[src/rtl/odelay_tap_pkg.sv]
// Shared definitions for the output-delay tap controller.
//   DEF_TAP_W          : default tap width (7-series delay count port)
//   TAP_MAX            : largest tap value at the default width
//   odelay_tap_state_t : controller FSM state encoding
// Honours ODELAY_TAP_CTL_READBACK_EN (adds the CHECK state).
package odelay_tap_pkg;

  localparam int unsigned DEF_TAP_W = 5;
  localparam logic [DEF_TAP_W-1:0] TAP_MAX = '1;

  typedef enum logic [2:0] {
    ST_INIT,
    ST_IDLE,
    ST_LOAD,
    ST_SETTLE
`ifdef ODELAY_TAP_CTL_READBACK_EN
    , ST_CHECK
`endif
  } odelay_tap_state_t;

endpackage

[src/rtl/odelay_settle_timer.sv]
// Loadable down-counter timing the settle interval after each tap load.
//   clk, rst : clock, asynchronous active-high reset
//   start    : reload the counter (pulse on the cycle before settling)
//   expired  : high on the last settle cycle and whenever idle
module odelay_settle_timer #(
  parameter int unsigned CYCLES = 4
) (
  input  logic clk,
  input  logic rst,
  input  logic start,
  output logic expired
);

  localparam int unsigned CW = (CYCLES > 1) ? $clog2(CYCLES) : 1;
  // Reload with CYCLES-1 so that expired rises on the CYCLES-th cycle after start.
  localparam logic [CW-1:0] RELOAD = (CYCLES > 0) ? CW'(CYCLES - 1) : '0;

  logic [CW-1:0] cnt;

  always_ff @(posedge clk or posedge rst) begin
    if (rst) begin
      cnt <= '0;
    end else if (start) begin
      cnt <= RELOAD;
    end else if (cnt != '0) begin
      cnt <= cnt - 1'b1;
    end
  end

  assign expired = (cnt == '0);

endmodule

[src/rtl/odelay_tap_ctl.sv]
// Tap-sequencing controller driving the 7-series output delay load port.
// Walks the delay line to a requested tap (ramp or direct), settling after
// each load and optionally verifying the readback count.
//   clk, rst     : clock (also the delay element C), async active-high reset
//   req_valid/req_tap/req_ready : target request handshake
//   cntvaluein, ld : load value / one-cycle load strobe to the delay element
//   cntvalueout  : readback count from the delay element
//   tap_now      : last tap loaded
//   done         : one-cycle completion pulse
//   err, err_clr : sticky readback-mismatch flag and its clear
// Optional feature macro: ODELAY_TAP_CTL_READBACK_EN (readback CHECK state).
module odelay_tap_ctl
  import odelay_tap_pkg::*;
#(
  parameter int unsigned      TAP_W         = DEF_TAP_W,
  parameter logic [TAP_W-1:0] INIT_TAP      = '0,
  parameter bit               STEP_MODE     = 1'b1,
  parameter int unsigned      SETTLE_CYCLES = 4
) (
  input  logic             clk,
  input  logic             rst,
  input  logic             req_valid,
  input  logic [TAP_W-1:0] req_tap,
  output logic             req_ready,
  output logic [TAP_W-1:0] cntvaluein,
  output logic             ld,
  input  logic [TAP_W-1:0] cntvalueout,
  output logic [TAP_W-1:0] tap_now,
  output logic             done,
  output logic             err,
  input  logic             err_clr
);

  odelay_tap_state_t state;
  logic [TAP_W-1:0]  target;
  logic              direct_q;
  logic [TAP_W-1:0]  next_tap;
  logic              settle_expired;

  // Unsigned walk: move one tap toward the target, never through wrap.
  always_comb begin
    next_tap = target;
    if (!direct_q) begin
      next_tap = (tap_now < target) ? tap_now + 1'b1 : tap_now - 1'b1;
    end
  end

  odelay_settle_timer #(
    .CYCLES (SETTLE_CYCLES)
  ) u_settle (
    .clk     (clk),
    .rst     (rst),
    .start   (state == ST_LOAD),
    .expired (settle_expired)
  );

  always_ff @(posedge clk or posedge rst) begin
    if (rst) begin
      state      <= ST_INIT;
      ld         <= 1'b0;
      done       <= 1'b0;
      req_ready  <= 1'b0;
      cntvaluein <= INIT_TAP;
      tap_now    <= INIT_TAP;
      target     <= INIT_TAP;
      direct_q   <= 1'b1;
    end else begin
      ld   <= 1'b0;
      done <= 1'b0;
      case (state)
        ST_INIT: begin
          target   <= INIT_TAP;
          direct_q <= 1'b1;
          state    <= ST_LOAD;
        end
        ST_IDLE: begin
          if (req_valid && req_ready) begin
            target   <= req_tap;
            direct_q <= !STEP_MODE;
            if (req_tap == tap_now) begin
              done <= 1'b1;
            end else begin
              req_ready <= 1'b0;
              state     <= ST_LOAD;
            end
          end
        end
        ST_LOAD: begin
          ld         <= 1'b1;
          cntvaluein <= next_tap;
          tap_now    <= next_tap;
          if (SETTLE_CYCLES != 0) begin
            state <= ST_SETTLE;
          end
`ifdef ODELAY_TAP_CTL_READBACK_EN
          else begin
            state <= ST_CHECK;
          end
`else
          // No settle and no readback: the step ends here, judged on next_tap.
          else if (next_tap == target) begin
            done      <= 1'b1;
            req_ready <= 1'b1;
            state     <= ST_IDLE;
          end else begin
            state <= ST_LOAD;
          end
`endif
        end
        ST_SETTLE: begin
          if (settle_expired) begin
`ifdef ODELAY_TAP_CTL_READBACK_EN
            state <= ST_CHECK;
`else
            if (tap_now == target) begin
              done      <= 1'b1;
              req_ready <= 1'b1;
              state     <= ST_IDLE;
            end else begin
              state <= ST_LOAD;
            end
`endif
          end
        end
`ifdef ODELAY_TAP_CTL_READBACK_EN
        ST_CHECK: begin
          // A mismatch aborts the remaining ramp.
          if (cntvalueout != tap_now || tap_now == target) begin
            done      <= 1'b1;
            req_ready <= 1'b1;
            state     <= ST_IDLE;
          end else begin
            state <= ST_LOAD;
          end
        end
`endif
        default: begin
          state <= ST_INIT;
        end
      endcase
    end
  end

`ifdef ODELAY_TAP_CTL_READBACK_EN
  // Set wins over clear in the same cycle.
  always_ff @(posedge clk or posedge rst) begin
    if (rst) begin
      err <= 1'b0;
    end else if (state == ST_CHECK && cntvalueout != tap_now) begin
      err <= 1'b1;
    end else if (err_clr) begin
      err <= 1'b0;
    end
  end
`else
  logic unused_readback;
  assign unused_readback = ^{cntvalueout, err_clr};
  assign err = 1'b0;
`endif

endmodule

[config.mk]
export PLATFORM = sky130hd
export DESIGN_NAME = odelay_tap_ctl
export DESIGN_NICKNAME = d
export VERILOG_FILES = /design/src/rtl/odelay_tap_pkg.sv /design/src/rtl/odelay_settle_timer.sv /design/src/rtl/odelay_tap_ctl.sv
export SDC_FILE = /design/constraint.sdc
export NUM_CORES = 1
export LEC_CHECK = 0
export ABC_AREA = 1
export BUFFER_PORTS_ARGS = -buffer_cell sky130_fd_sc_hd__buf_2
export CORE_UTILIZATION = 50
export DETAILED_ROUTE_END_ITERATION = 10
export PLACE_DENSITY = 0.73
export SYNTH_ARGS = -nofsm -noshare
export SYNTH_HDL_FRONTEND = slang
export SYNTH_SLANG_ARGS = --single-unit
export TNS_END_PERCENT = 10
[constraint.sdc]
create_clock -name clk -period 2.5 [get_ports clk]
set_input_delay 0.625 -clock clk [delete_from_list [all_inputs] [get_ports clk]]
set_output_delay 0.625 -clock clk [all_outputs]
set_load 0.01 [all_outputs]
==> flow_metrics.py <==
metrics = {
    "cts": {
        "htree_levels": 1,
        "postCtsHoldBufs": 0,
        "cts_setup_buffers": 0,
        "clkLatencyLatePin_ns": 0.30,
        "cts.sinks": 18,
        "clkTransAtPathRegs_ns": 0.10,
        "cts-root-buf": "clkbuf_4",
        "cts_tree": "yes",
        "cts_inserted_buffers": 3,
        "cts_buffer_depth": 2,
    },
    "floorplan": {
        "dieArea_sq_um": 2520,
        "die_h_um": 50.2,
        "die_x_um": 50.2,
        "num_rows": 17,
        "core_area_sq_um": 2190,
        "initial_core_util_pct": 52.9,
        "io_pins": 28,
    },
    "routing": {
        "ant_nets": 0,
        "first_pass_iters": 4,
        "drt-wirelength-per-cell_um": 12.7,
        "routed_wirelength_mm": 2.48,
        "highest_layer": "met4",
        "drc": 0,
        "wl_met2_mm": 1.29,
        "vias": 1048,
        "wl_met3_um": 76,
        "wirelength_met1_mm": 1.06,
        "vias_per_cell": 5.35,
        "drtIter0Drc": 20,
    },
    "logic_synthesis": {
        "netlist_top_cells_count": "nand2_1, inv_1, dfrtp_1",
        "ys_ff_latch": 18,
        "async_flop_share_pct": 100,
        "ys.warnings.count": 0,
        "synthesis.area_sq_um": 1160,
        "synth.distinct_cells": 26,
        "yosysMostFrequentCell": "nand2_1",
        "syn_nets": 173,
        "syn_area_per_cell_sq_um": 7.78,
        "syn_inst": 149,
        "yosysTopAreaCellShare_pct": 36.7,
        "synth_edf_count": 0,
        "synth_top_cell_by_area": "dfrtp_1",
        "ys_seq_area_share_pct": 38.9,
        "synth_area_leaders": "dfrtp_1, ha_1, nand2_1",
        "ys.flop_type": "dfrtp_1",
    },
    "placement": {
        "portBuffers": 20,
        "gp_congestion": 0.870,
        "hpwl_mm": 1.97,
    },
    "sta": {
        "drv_slew": 0,
        "period_needed_ns": 2.28,
        "hold_viol_final": 0,
        "setup_tns_ns": 0,
        "fmax_mhz": 438,
        "setup_violations": 0,
        "max-slew-margin-rel_pct": 54.6,
        "skew_ns": 0.00781,
        "fin_crit_sh_pct": 91.4,
        "rsz0062_at_grt": "no",
        "worst_pin_slew_ns": 0.681,
    },
    "worst_setup_path": {
        "crit_fanout": 5,
        "ff2ff_path_depth": 14,
        "startpoint_type": "flop",
        "critical_path_arrival_ns": 2.48,
        "cpMostUsedCell": "nand2_1",
        "cp-end-kind": "flop",
        "r2r_end": "tap_now[4]",
        "path_cells": "ha_1 > nand2_1 > nor2_2 > nand2_1 > nand3_1 > ha_1 > a21oi_1 > nand2_1 > nand2_1 > nand2_1 > nand2_1 > nand3_1 > nand2_1 > nand2_1",
        "rr_startpoint": "tap_now[3]",
        "cp_num_buf_inv": 0,
        "critPathTopFamily": "simple AND/OR/NAND/NOR gates",
        "crit_start": "tap_now[3]",
        "critPathRequiredTime_ns": 2.70,
        "max_stage_delay_ns": 0.44,
        "r2r_slack_ns": 0.22,
        "cp_num_cells": 14,
        "path_class": "flop to flop",
        "critPathSlowestCell": "dfrtp_1",
        "endpoint": "tap_now[4]",
    },
    "power_and_ir_drop": {
        "seqPwrFrac_pct": 27.6,
        "p_switching_mw": 0.942,
        "peakVddDrop_mv": 0.684,
        "power_density_nw_per_um2": 1460,
        "p_sw_share_pct": 50.1,
        "power.leakage_nw": 0.681,
        "power_frac_clock_pct": 8.1,
        "finalPower_mw": 1.88,
        "intPower_mw": 0.939,
        "power_frac_comb_pct": 64.3,
    },
    "global_route": {
        "track_usage_pct": 22.1,
        "antenna_found_initial": 0,
        "grt_max_degree": 19,
        "overflow": 0,
        "grt_pass1_wl_mm": 4.05,
        "grt_pass1_vias": 963,
    },
    "worst_hold_path": {
        "min-delay-path-class": "primary input to async pin",
    },
    "final_layout": {
        "diodes": 0,
        "drive_gt1_share_pct": 19.6,
        "area_delta_synth_final_pct": 11.2,
        "layout.nets": 193,
        "nFillCells": 228,
    },
    "flow_run": {
        "cap_violations": 0,
    },
    "outcome": {
        "status": "finished clean",
    },
}
registers in the layout (all words and copies together), names as in the netlist:
| register | count |
|---|---|
| target | 5 |
| u_settle.cnt | 2 |
| tap_now | 5 |
| ld | 1 |
| done | 1 |
| direct_q | 1 |
| state | 2 |
| req_ready | 1 |
power groups by stage:
stage	registers, mW	clock network (mW)	logic (mW)
6_report	0.518	0.153	1.21
5_1_grt	0.535	0.169	1.39
4_1_cts	0.519	0.156	1.21
3_5_place_dp	0.526	0	1.20
3_3_place_gp	0.518	0	1.13
2_1_floorplan	0.540	0	0.883
layout make-up:
cell class / instances / area (sq um) / area share, %
flip-flops and latches: 18 / 452 / 35.0
well taps: 28 / 35.0 / 2.72
clock buffers: 4 / 26.3 / 2.04
inverters: 24 / 90.1 / 6.98
multi-input cells: 100 / 572 / 44.3
repair buffers: 22 / 115 / 8.92
metrics by stage:
stage | utilization [%] | hold WS, ns | instance area [sq um] | setup slack, ns | instances
2_1_floorplan | - | 0.460 | 1160 | 0.382 | 149
3_3_place_gp | 57.6 | 0.476 | 1260 | 0.297 | 192
3_5_place_dp | 57.6 | 0.498 | 1260 | 0.204 | 192
4_1_cts | 58.8 | 0.442 | 1290 | 0.184 | 196
5_1_grt | 58.9 | 0.465 | 1290 | 0.0119 | 196
6_report | 58.9 | 0.404 | 1290 | 0.215 | 196
repair_timing:
action,4_1_cts,5_1_grt
resized for setup,0,1
setup endpoints to repair,0,1
endpoints found under the hold margin,0,0
layer usage:
layer	vias up	track usage, %
met5	-	0
met4	0	11.4
met3	7	1.82
met2	23	41.6
met1	493	24.4
li1	525	-
placed cells by master, fill, tap and decap left out:
master / Yosys / layout
dfrtp_1: 17 / 17
buf_2: 0 / 20
nor3_1: 1 / 1
nor2_4: 1 / 1
nor2_2: 1 / 2
nand4_1: 2 / 2
a31oi_1: 1 / 1
nor3b_1: 1 / 1
buf_4: 6 / 2
nand2_1: 24 / 24
ha_1: 9 / 9
inv_2: 1 / 1
nand3_2: 1 / 1
o22ai_1: 2 / 2
nand3_1: 12 / 12
clkbuf_4: 0 / 3
nor2_1: 10 / 9
conb_1: 1 / 1
clkbuf_1: 1 / 1
o21ai_0: 15 / 15
o21ai_2: 1 / 1
nand2_2: 1 / 1
dfstp_2: 1 / 1
inv_1: 23 / 23
fa_1: 1 / 1
xor2_1: 1 / 1
o21ai_1: 1 / 1
a21oi_1: 14 / 14
worst min-delay path by stage:
stage | end | cells past startpoint
after global placement | u_settle.cnt[0] | 1
after global routing | ld | 2
after floorplan | u_settle.cnt[0] | 1
final | ld | 2
after CTS | ld | 2
after detailed placement | u_settle.cnt[0] | 1
logic make-up after synthesis:
group / share of synthesized area (%)
and+or+nand+nor: 21.3
xor gates and xnor gates: 0.755
other: 0.323
adders and majority gates: 11.4
buffers and inverters: 12.0
DFF: 38.9
AOI/OAI and AO/OA: 15.3
Note: power is estimated with default switching activity, not from simulation.
